**src/rtl/dyt_rf_pkg.sv**
```systemverilog
// ---------------------------------------------------------------------------
// dyt_rf_pkg
// Shared definitions for the 16-entry register file and the logic that
// drives its single write port.
//   RF_ADDR_WIDTH / RF_DATA_WIDTH / RF_NUM_WORDS : register file geometry
//   rf_wr_t    : one write-port beat {en, addr, data}
//   wb_grant_e : which producer owns the write port in a given cycle
// ---------------------------------------------------------------------------
package dyt_rf_pkg;

  localparam int RF_ADDR_WIDTH = 4;
  localparam int RF_DATA_WIDTH = 32;
  localparam int RF_NUM_WORDS  = 16;

  typedef struct packed {
    logic                     en;
    logic [RF_ADDR_WIDTH-1:0] addr;
    logic [RF_DATA_WIDTH-1:0] data;
  } rf_wr_t;

  typedef enum logic [1:0] {
    GNT_NONE   = 2'd0,
    GNT_ALU    = 2'd1,
    GNT_FIFO   = 2'd2,
    GNT_BYPASS = 2'd3
  } wb_grant_e;

endpackage

```
**src/rtl/dyt_wb_fifo.sv**
```systemverilog
// ---------------------------------------------------------------------------
// dyt_wb_fifo
// Small FIFO holding load results that lost write-port arbitration. Every
// entry carries a kill bit: once set, the entry is still popped in order but
// must not be written to the register file.
// Ports:
//   clk_i, rst_ni               clock, asynchronous active-low reset
//   push_i/push_addr_i/
//   push_data_i/push_kill_i     enqueue one load (optionally already killed)
//   pop_i                       dequeue the head entry
//   kill_en_i/kill_addr_i       set kill bit of every live entry at kill_addr_i
//   chk_addr_i/chk_pending_o    a live, non-killed entry targets chk_addr_i
//   full_o/empty_o              occupancy flags
//   head_addr_o/head_data_o/
//   head_kill_o                 contents of the head entry
// ---------------------------------------------------------------------------
module dyt_wb_fifo #(
  parameter int DEPTH = 2,
  parameter int AW    = 4,
  parameter int DW    = 32
) (
  input  logic          clk_i,
  input  logic          rst_ni,
  input  logic          push_i,
  input  logic [AW-1:0] push_addr_i,
  input  logic [DW-1:0] push_data_i,
  input  logic          push_kill_i,
  input  logic          pop_i,
  input  logic          kill_en_i,
  input  logic [AW-1:0] kill_addr_i,
  input  logic [AW-1:0] chk_addr_i,
  output logic          chk_pending_o,
  output logic          full_o,
  output logic          empty_o,
  output logic [AW-1:0] head_addr_o,
  output logic [DW-1:0] head_data_o,
  output logic          head_kill_o
);

  localparam int PW = $clog2(DEPTH);
  localparam int CW = PW + 1;

  logic [PW-1:0]    wr_ptr_q, wr_ptr_d;
  logic [PW-1:0]    rd_ptr_q, rd_ptr_d;
  logic [CW-1:0]    count_q, count_d;
  logic [DEPTH-1:0] valid_q, valid_d;
  logic [DEPTH-1:0] kill_q, kill_d;
  logic [DEPTH-1:0] pend;

  logic [AW-1:0]    addr_q [DEPTH];
  logic [DW-1:0]    data_q [DEPTH];

  // Pointers are PW bits wide, so wrap modulo DEPTH comes for free.
  always_comb begin
    wr_ptr_d = wr_ptr_q + PW'(push_i);
    rd_ptr_d = rd_ptr_q + PW'(pop_i);
    count_d  = count_q + CW'(push_i) - CW'(pop_i);
  end

  genvar gi;
  generate
    for (gi = 0; gi < DEPTH; gi++) begin : g_entry
      logic wr_here;
      logic rd_here;
      logic kill_hit;

      assign wr_here  = push_i && (wr_ptr_q == PW'(gi));
      assign rd_here  = pop_i  && (rd_ptr_q == PW'(gi));
      assign kill_hit = kill_en_i && valid_q[gi] && (addr_q[gi] == kill_addr_i);

      // A slot is never written and read in the same cycle: a push needs
      // the FIFO not full, so the write slot is always free.
      assign valid_d[gi] = wr_here ? 1'b1 : (rd_here ? 1'b0 : valid_q[gi]);
      assign kill_d[gi]  = wr_here ? push_kill_i : (kill_q[gi] | kill_hit);

      assign pend[gi] = valid_q[gi] && !kill_q[gi] && (addr_q[gi] == chk_addr_i);
    end
  endgenerate

  always_ff @(posedge clk_i or negedge rst_ni) begin
    if (!rst_ni) begin
      wr_ptr_q <= '0;
      rd_ptr_q <= '0;
      count_q  <= '0;
      valid_q  <= '0;
      kill_q   <= '0;
    end else begin
      wr_ptr_q <= wr_ptr_d;
      rd_ptr_q <= rd_ptr_d;
      count_q  <= count_d;
      valid_q  <= valid_d;
      kill_q   <= kill_d;
    end
  end

  // Payload storage needs no reset: valid_q gates every use of it.
  always_ff @(posedge clk_i) begin
    if (push_i) begin
      addr_q[wr_ptr_q] <= push_addr_i;
      data_q[wr_ptr_q] <= push_data_i;
    end
  end

  assign full_o        = (count_q == CW'(DEPTH));
  assign empty_o       = (count_q == '0);
  assign head_addr_o   = addr_q[rd_ptr_q];
  assign head_data_o   = data_q[rd_ptr_q];
  assign head_kill_o   = kill_q[rd_ptr_q];
  assign chk_pending_o = (chk_addr_i != '0) && (|pend);

endmodule

```
**src/rtl/dyt_rf_writeback_arbiter.sv**
```systemverilog
// ---------------------------------------------------------------------------
// dyt_rf_writeback_arbiter
// Drives the register file write port from the ALU (no back-pressure) and
// the load unit (valid/ready). Loads that lose arbitration wait in
// dyt_wb_fifo. An ALU write kills any older buffered load to the same
// register so the younger ALU value is never overwritten.
// Ports:
//   clk_i, rst_ni                       clock, asynchronous active-low reset
//   alu_valid_i/alu_addr_i/alu_data_i   ALU result, always accepted
//   ld_valid_i/ld_ready_o/
//   ld_addr_i/ld_data_i                 load result handshake
//   chk_addr_i/chk_pending_o            decode hazard query (combinational)
//   w_en_o/w_addr_o/w_data_o            registered register file write port
// ---------------------------------------------------------------------------
module dyt_rf_writeback_arbiter
  import dyt_rf_pkg::*;
#(
  parameter int ADDR_WIDTH = RF_ADDR_WIDTH,
  parameter int DATA_WIDTH = RF_DATA_WIDTH,
  parameter int DEPTH      = 2
) (
  input  logic                  clk_i,
  input  logic                  rst_ni,
  input  logic                  alu_valid_i,
  input  logic [ADDR_WIDTH-1:0] alu_addr_i,
  input  logic [DATA_WIDTH-1:0] alu_data_i,
  input  logic                  ld_valid_i,
  output logic                  ld_ready_o,
  input  logic [ADDR_WIDTH-1:0] ld_addr_i,
  input  logic [DATA_WIDTH-1:0] ld_data_i,
  input  logic [ADDR_WIDTH-1:0] chk_addr_i,
  output logic                  chk_pending_o,
  output logic                  w_en_o,
  output logic [ADDR_WIDTH-1:0] w_addr_o,
  output logic [DATA_WIDTH-1:0] w_data_o
);

  logic                  fifo_full;
  logic                  fifo_empty;
  logic [ADDR_WIDTH-1:0] head_addr;
  logic [DATA_WIDTH-1:0] head_data;
  logic                  head_kill;

  logic      alu_win;
  logic      ld_acc;
  logic      fifo_pop;
  logic      fifo_push;
  logic      push_kill;
  wb_grant_e grant;

  rf_wr_t wr_q, wr_d;

  // Ready depends only on current occupancy; a same-cycle pop does not
  // open a slot early.
  assign ld_ready_o = rst_ni && !fifo_full;

  // A write to x0 is architecturally a no-op, so it does not claim the port.
  assign alu_win = alu_valid_i && (alu_addr_i != '0);
  assign ld_acc  = ld_valid_i && ld_ready_o;

  always_comb begin
    if (alu_win) begin
      grant = GNT_ALU;
    end else if (!fifo_empty) begin
      grant = GNT_FIFO;
    end else if (ld_acc) begin
      grant = GNT_BYPASS;
    end else begin
      grant = GNT_NONE;
    end
  end

  assign fifo_pop  = (grant == GNT_FIFO);
  assign fifo_push = ld_acc && (grant != GNT_BYPASS);
  // The ALU result is younger than a load accepted in the same cycle.
  assign push_kill = alu_win && (ld_addr_i == alu_addr_i);

  dyt_wb_fifo #(
    .DEPTH (DEPTH),
    .AW    (ADDR_WIDTH),
    .DW    (DATA_WIDTH)
  ) u_fifo (
    .clk_i         (clk_i),
    .rst_ni        (rst_ni),
    .push_i        (fifo_push),
    .push_addr_i   (ld_addr_i),
    .push_data_i   (ld_data_i),
    .push_kill_i   (push_kill),
    .pop_i         (fifo_pop),
    .kill_en_i     (alu_win),
    .kill_addr_i   (alu_addr_i),
    .chk_addr_i    (chk_addr_i),
    .chk_pending_o (chk_pending_o),
    .full_o        (fifo_full),
    .empty_o       (fifo_empty),
    .head_addr_o   (head_addr),
    .head_data_o   (head_data),
    .head_kill_o   (head_kill)
  );

  // Address/data hold their last value when idle; only en matters then.
  always_comb begin
    wr_d      = wr_q;
    wr_d.en   = 1'b0;
    unique case (grant)
      GNT_ALU: begin
        wr_d.en   = 1'b1;
        wr_d.addr = alu_addr_i;
        wr_d.data = alu_data_i;
      end
      GNT_FIFO: begin
        // Killed or x0 entries still consume their slot, silently.
        wr_d.en   = (head_addr != '0) && !head_kill;
        wr_d.addr = head_addr;
        wr_d.data = head_data;
      end
      GNT_BYPASS: begin
        wr_d.en   = (ld_addr_i != '0);
        wr_d.addr = ld_addr_i;
        wr_d.data = ld_data_i;
      end
      default: begin
        wr_d.en   = 1'b0;
      end
    endcase
  end

  always_ff @(posedge clk_i or negedge rst_ni) begin
    if (!rst_ni) begin
      wr_q <= '0;
    end else begin
      wr_q <= wr_d;
    end
  end

  assign w_en_o   = wr_q.en;
  assign w_addr_o = wr_q.addr;
  assign w_data_o = wr_q.data;

endmodule

```
**config.mk**
```make
export PLATFORM = sky130hd
export DESIGN_NAME = dyt_rf_writeback_arbiter
export DESIGN_NICKNAME = d
export VERILOG_FILES = /design/src/rtl/dyt_rf_pkg.sv /design/src/rtl/dyt_wb_fifo.sv /design/src/rtl/dyt_rf_writeback_arbiter.sv
export SDC_FILE = /design/constraint.sdc
export NUM_CORES = 1
export LEC_CHECK = 0
export ABC_AREA = 1
export CAP_MARGIN = 5
export CORE_MARGIN = 2
export CORE_UTILIZATION = 35
export CTS_CLUSTER_DIAMETER = 60
export DETAILED_ROUTE_END_ITERATION = 6
export SLEW_MARGIN = 10
export SYNTH_ARGS = -nofsm -noshare
export SYNTH_HDL_FRONTEND = slang
export SYNTH_SLANG_ARGS = --single-unit
```
**constraint.sdc**
```tcl
create_clock -name clk_i -period 4.65 [get_ports clk_i]
set_clock_uncertainty 0.15 [all_clocks]
set_input_delay 0.6975 -clock clk_i [delete_from_list [all_inputs] [get_ports clk_i]]
set_output_delay 0.6975 -clock clk_i [all_outputs]
set_load 0.03 [all_outputs]
```
==> results.cfg <==
[run_status]
status = completed

[clock_tree]
cts.sink_count = 117
cts_hold_buf = 0
clk_latency_ns = 0.41
clockBufferDepth = 2
cts_buffers = 17
clk_pin_slew_ns = 0.05
cts_setup_buffers = 0
cts_resized = 0
h-tree-depth = 4
cts_tree = yes
cts-root-buf = clkbuf_16

[logic_synthesis]
synth_cell_types = 26
yosys_warnings = 0
synth_top_area_share = 0.388
syn_area_um2 = 5570
async_flop_share = 0.385
synth-edff-count = 72
yosysMostFrequentCell = nand2_1
syn_nets = 671
synth_top_flop_cell = edfxtp_1
yosysTopAreaCell = edfxtp_1
syn_area_per_cell_um2 = 9.53
synthTopCellsByArea = edfxtp_1 39%, dfrtp_1 20%, nand2_1 13%
ys_seq_area_frac = 0.590
syn_inst = 585
synth_common_cells = 193 x nand2_1, 79 x nand3_1, 74 x nand4_1
synth-seq-cells = 117

[cells_and_area]
area_delta_synth_final_pct = 33.0
fin_util = 0.472
register_area_um2 = 3290
antennaDiodeCount = 0
n_fill_cell = 1441
stdcell_area_um2 = 7410
drive_above_1_share = 0.0639
multi_input_area_um2 = 1910
finish.net_count = 777

[global_routing]
grt.total_usage = 0.188
antenna_found_initial = 0
overflow = 0
first_global_vias = 4535
grt_first_pass_wirelength_um = 24100
grt_max_degree = 112

[hold_path]
holdCritPathClass = input pin to async pin

[timing]
period_needed_ns = 3.32
final-hold-violation-count = 0
rsz0062_at_grt = false
fin_crit_sh = 0.713
fin_setup_tns_ns = 0
drv_slew = 0
hold_ws_ns = 0.116
max_freq_mhz = 302
worst_pin_slew_ns = 1.12
finalSetupViolations = 0
maxSlewHeadroom = 0.250

[die]
io_pins = 119
rows = 46
dieArea_um2 = 17000
dieWidth_um = 130
core_um2 = 15700
die_h_um = 130
initial_core_util = 0.355

[critical_path]
ff2ff_setup_slack_ns = 1.51
rr_endpoint = w_data_o[27]
required_ns = 3.80
critPathLaunchType = input pin
critPathMaxFanout = 4
rr_startpoint = u_fifo.count_q[1]
end_kind = output port
ff2ff_path_depth = 5
path_cells = clkdlybuf4s50_1 -> inv_1 -> nand2_1 -> nand2_1 -> nor2_1 -> nand3_1 -> a21oi_1 -> clkdlybuf4s50_1
crit_arrival_ns = 2.47
slowest_stage = clkdlybuf4s50_1
max_stage_delay_ns = 0.68
worstSetupPathType = input pin to output port

[power]
p_per_area_nw_per_um2 = 574
vdd_drop_max_mv = 0.285
p_leak_nw = 3.02

[drt]
wl_per_cell_um = 16.6
ant_nets = 0
drcViolationCount = 0
vias = 4637
detail_route.iter0.violations = 372
vias_per_cell = 5.04
first_pass_iters = 5
wl_um = 15200

[place]
placedInstanceArea_um2 = 6820
gp_congestion = 0.838
portBuffers = 118
dp_hpwl_um = 9390

[flow_run]
cap_violations = 0
-- metrics by stage --
step	setup WS [ns]	cells	total power, mW
final	1.33	920	4.26
after global routing	1.22	920	4.50
after CTS	1.36	920	4.31
after detailed placement	1.32	888	2.99
after global placement	1.36	888	2.96
after floorplan	1.82	585	2.40
-- critical path: cells and delay by family --
kind | cells | cell delay [ns]
buffers and inverters | 3 | 1.31
and+or+nand+nor | 4 | 0.33
AOI/OAI and AO/OA | 1 | 0.14
-- kinds of logic after synthesis --
kind of cell,after synthesis,synth area share
and+or+nand+nor,377,0.310
DFF,117,0.590
buffers and inverters,70,0.0689
AOI/OAI and AO/OA,10,0.0103
adders and majority gates,6,0.0135
xor gates and xnor gates,5,0.00786
-- state kept, by name (all words and copies together) (netlist names) --
| name | flops |
|---|---|
| u_fifo.wr_ptr_q | 1 |
| u_fifo.data_q | 64 |
| w_addr_o | 4 |
| w_data_o | 32 |
| w_en_o | 1 |
| u_fifo.addr_q | 8 |
| u_fifo.kill_q | 2 |
| u_fifo.count_q | 2 |
| u_fifo.rd_ptr_q | 1 |
| u_fifo.valid_q | 2 |
-- worst max path at each step --
| stage | endpoint | from | slack, ns | cells past startpoint |
|---|---|---|---|---|
| after floorplan | u_fifo.addr_q[1][0] | alu_addr_i[1] | 1.82 | 8 |
| after global placement | u_fifo.data_q[0][7] | alu_addr_i[1] | 1.36 | 8 |
| after detailed placement | u_fifo.data_q[0][17] | alu_addr_i[1] | 1.32 | 8 |
| after CTS | chk_pending_o | chk_addr_i[2] | 1.36 | 8 |
| after global routing | chk_pending_o | chk_addr_i[1] | 1.22 | 8 |
| final | chk_pending_o | chk_addr_i[2] | 1.33 | 8 |
-- per-layer routing --
| layer | wire length (µm) | share of wire | global-route usage | up-vias |
|---|---|---|---|---|
| met3 | 895 | 0.059 | 0.0443 | 18 |
| met2 | 7250 | 0.48 | 0.302 | 167 |
| met1 | 6810 | 0.45 | 0.246 | 2211 |
| met4 | 274 | 0.018 | 0.0778 | 0 |
| met5 | 0 | 0 | 0 | - |
| li1 | - | - | - | 2241 |
-- layout make-up --
cell class	count	share of cell area
inverter	33	0.0167
timing repair buffer	124	0.165
sequential	117	0.444
tap	216	0.0364
clock inverter	4	0.00928
clock buffer	28	0.0710
multi-input combinational	398	0.258
-- power by group --
| part | internal, mW | total (mW) | switching [mW] |
|---|---|---|---|
| combinational | 0.520 | 1.42 | 0.899 |
| sequential | 1.36 | 1.54 | 0.180 |
| clock | 0.871 | 1.30 | 0.428 |
| total | 2.75 | 4.26 | 1.51 |
-- placed cells by master (no fill, tap or decap), drive strengths merged --
cell           count
a21boi             1
xnor2              2
edfxtp            72
nor4               1
ha                 6
o21bai             2
clkinv             4
o21ai              4
a21oi              3
inv               31
nor2              27
clkdlybuf4s50    117
nand3             80
bufinv             2
dfrtp             45
nand4             74
xor2               3
buf                7
clkbuf            28
nand2            195
No activity file was read; power rests on OpenSTA's default activity.
==> patch (config.mk and constraints unchanged) <==
`DEPTH` is set to 2 in 2 places; all go to 4.
--- a/src/rtl/dyt_wb_fifo.sv
+++ b/src/rtl/dyt_wb_fifo.sv
@@ -17,3 +17,3 @@
 module dyt_wb_fifo #(
-  parameter int DEPTH = 2,
+  parameter int DEPTH = 4,
   parameter int AW    = 4,
--- a/src/rtl/dyt_rf_writeback_arbiter.sv
+++ b/src/rtl/dyt_rf_writeback_arbiter.sv
@@ -19,3 +19,3 @@
   parameter int DATA_WIDTH = RF_DATA_WIDTH,
-  parameter int DEPTH      = 2
+  parameter int DEPTH      = 4
 ) (
Function: changed (Yosys sat finds a counterexample within 4 cycles, from zero or initial values and one cycle with rst_ni low).
==> patch against the unedited design <==
Critical path type unchanged. Synthesized cell count is 63% higher. Design area up 49%. Wire length up 52%. Sequential share of layout area rose by 6.7 points. Total power is 47% higher. Non-clock buffer count up 10. Fmax fell by 3.2%. Sequential cell count is 79 higher. Setup slack got worse by 0.11 ns. Largest power group unchanged. Area after synthesis is 60% higher. Sequential power up 64%.
==> patch: results (changes against the unedited design) <==
status=finished, final reports clean; Critical Path AT=2.58 ns (+0.11 ns); routing usage on met3=3.33% (-1.1 points); internal power=0.00390 W (+42%); worst IR drop on VDD=0.273 mV (-4.3%); DP Area=10400 µm² (+53%); Synth Area in Compound Gates=1.89% (+0.86 points); routability cong.=0.839 (+0.14%); synthesized area per cell=9.33 µm² (-2.1%); Post-Synth Adder-Cell Area=0.786% (-0.56 points); GR met1 Demand/Resource=24.2% (-0.41 points); static leakage=4.68 nW (+55%); first-pass GRT wire length=36.1 mm (+50%); seq pwr=0.00252 W (+64%); met1 wire length=10.9 mm (+60%); number of antenna violations at the first check in global routing=2 (+2); CTS clk-pin slew, worst paths=0.07 ns (+0.02 ns); met3 WL=1.05 mm (+18%); number of flops mapped to enable cells by yosys=144 (+100%); commonest cells in the synthesized netlist=380 x nand2_1, 149 x nor2_1, 144 x edfxtp_1; net switching power=0.00237 W (+57%); post-synth cell types=33 (+27%); total track usage=17.9% (-0.96 points); max reg flops=128 (+100%); met2 WL=11.0 mm (+52%); dpl ws=1.17 ns (-0.148 ns); Post-Layout Cell Count=1419 (+54%); final setup violation count=0 (unchanged); number of fill cells=2441 (+69%); post-synthesis sequential area ratio=63.1% (+4.1 points); clock network power share=23.5% (-7.0 points); Initial DRC Count=507 (+36%); DRT Pass-1 Iters=5 (unchanged); pin count of the biggest net entering global routing=56 (-50%); post-synthesis xor/xnor area fraction=1.38% (+0.59 points); drt wl/cell=16.3 µm (-1.4%); Clock Latency Late Sink=0.44 ns (+0.03 ns); Post-DP HPWL=15.0 mm (+60%); Synth area leaders=edfxtp_1 48%, nand2_1 16%, dfrtp_1 15%, nor2_1 6.3%, inv_1 2.4%; vias in the first global route=6510 (+44%); nets@finish=1159 (+49%)
-- patch: cell type report --
cell class / count / area (µm²) / share of cell area [%]
Clock buffer: 23 / 448 / 4.06
Timing Repair Buffer: 134 / 1300 / 11.8
Antenna cell: 2 / 5.00 / 0.0454
Multi-Input combinational cell: 664 / 2870 / 26.0
Inverter: 61 / 231 / 2.10
Clock inverter: 9 / 131 / 1.19
Sequential cell: 196 / 5630 / 51.0
Tap cell: 330 / 413 / 3.75
-- patch: path summary, 6_finish.rpt --
check                                        from                 to  slack [ns]  cells past startpoint
worst max-delay path                chk_addr_i[0]      chk_pending_o        1.23                     10
max in group asynchronous                  rst_ni        w_data_o[7]        3.47                      2
worst max register to register  u_fifo.count_q[1]  u_fifo.count_q[2]        1.80                     10
min in group clk_i                   w_data_o[17]       w_data_o[17]        0.37                      2
worst min register to register       w_data_o[17]       w_data_o[17]        0.37                      2
worst min-delay path                       rst_ni        w_data_o[8]        0.35                      2
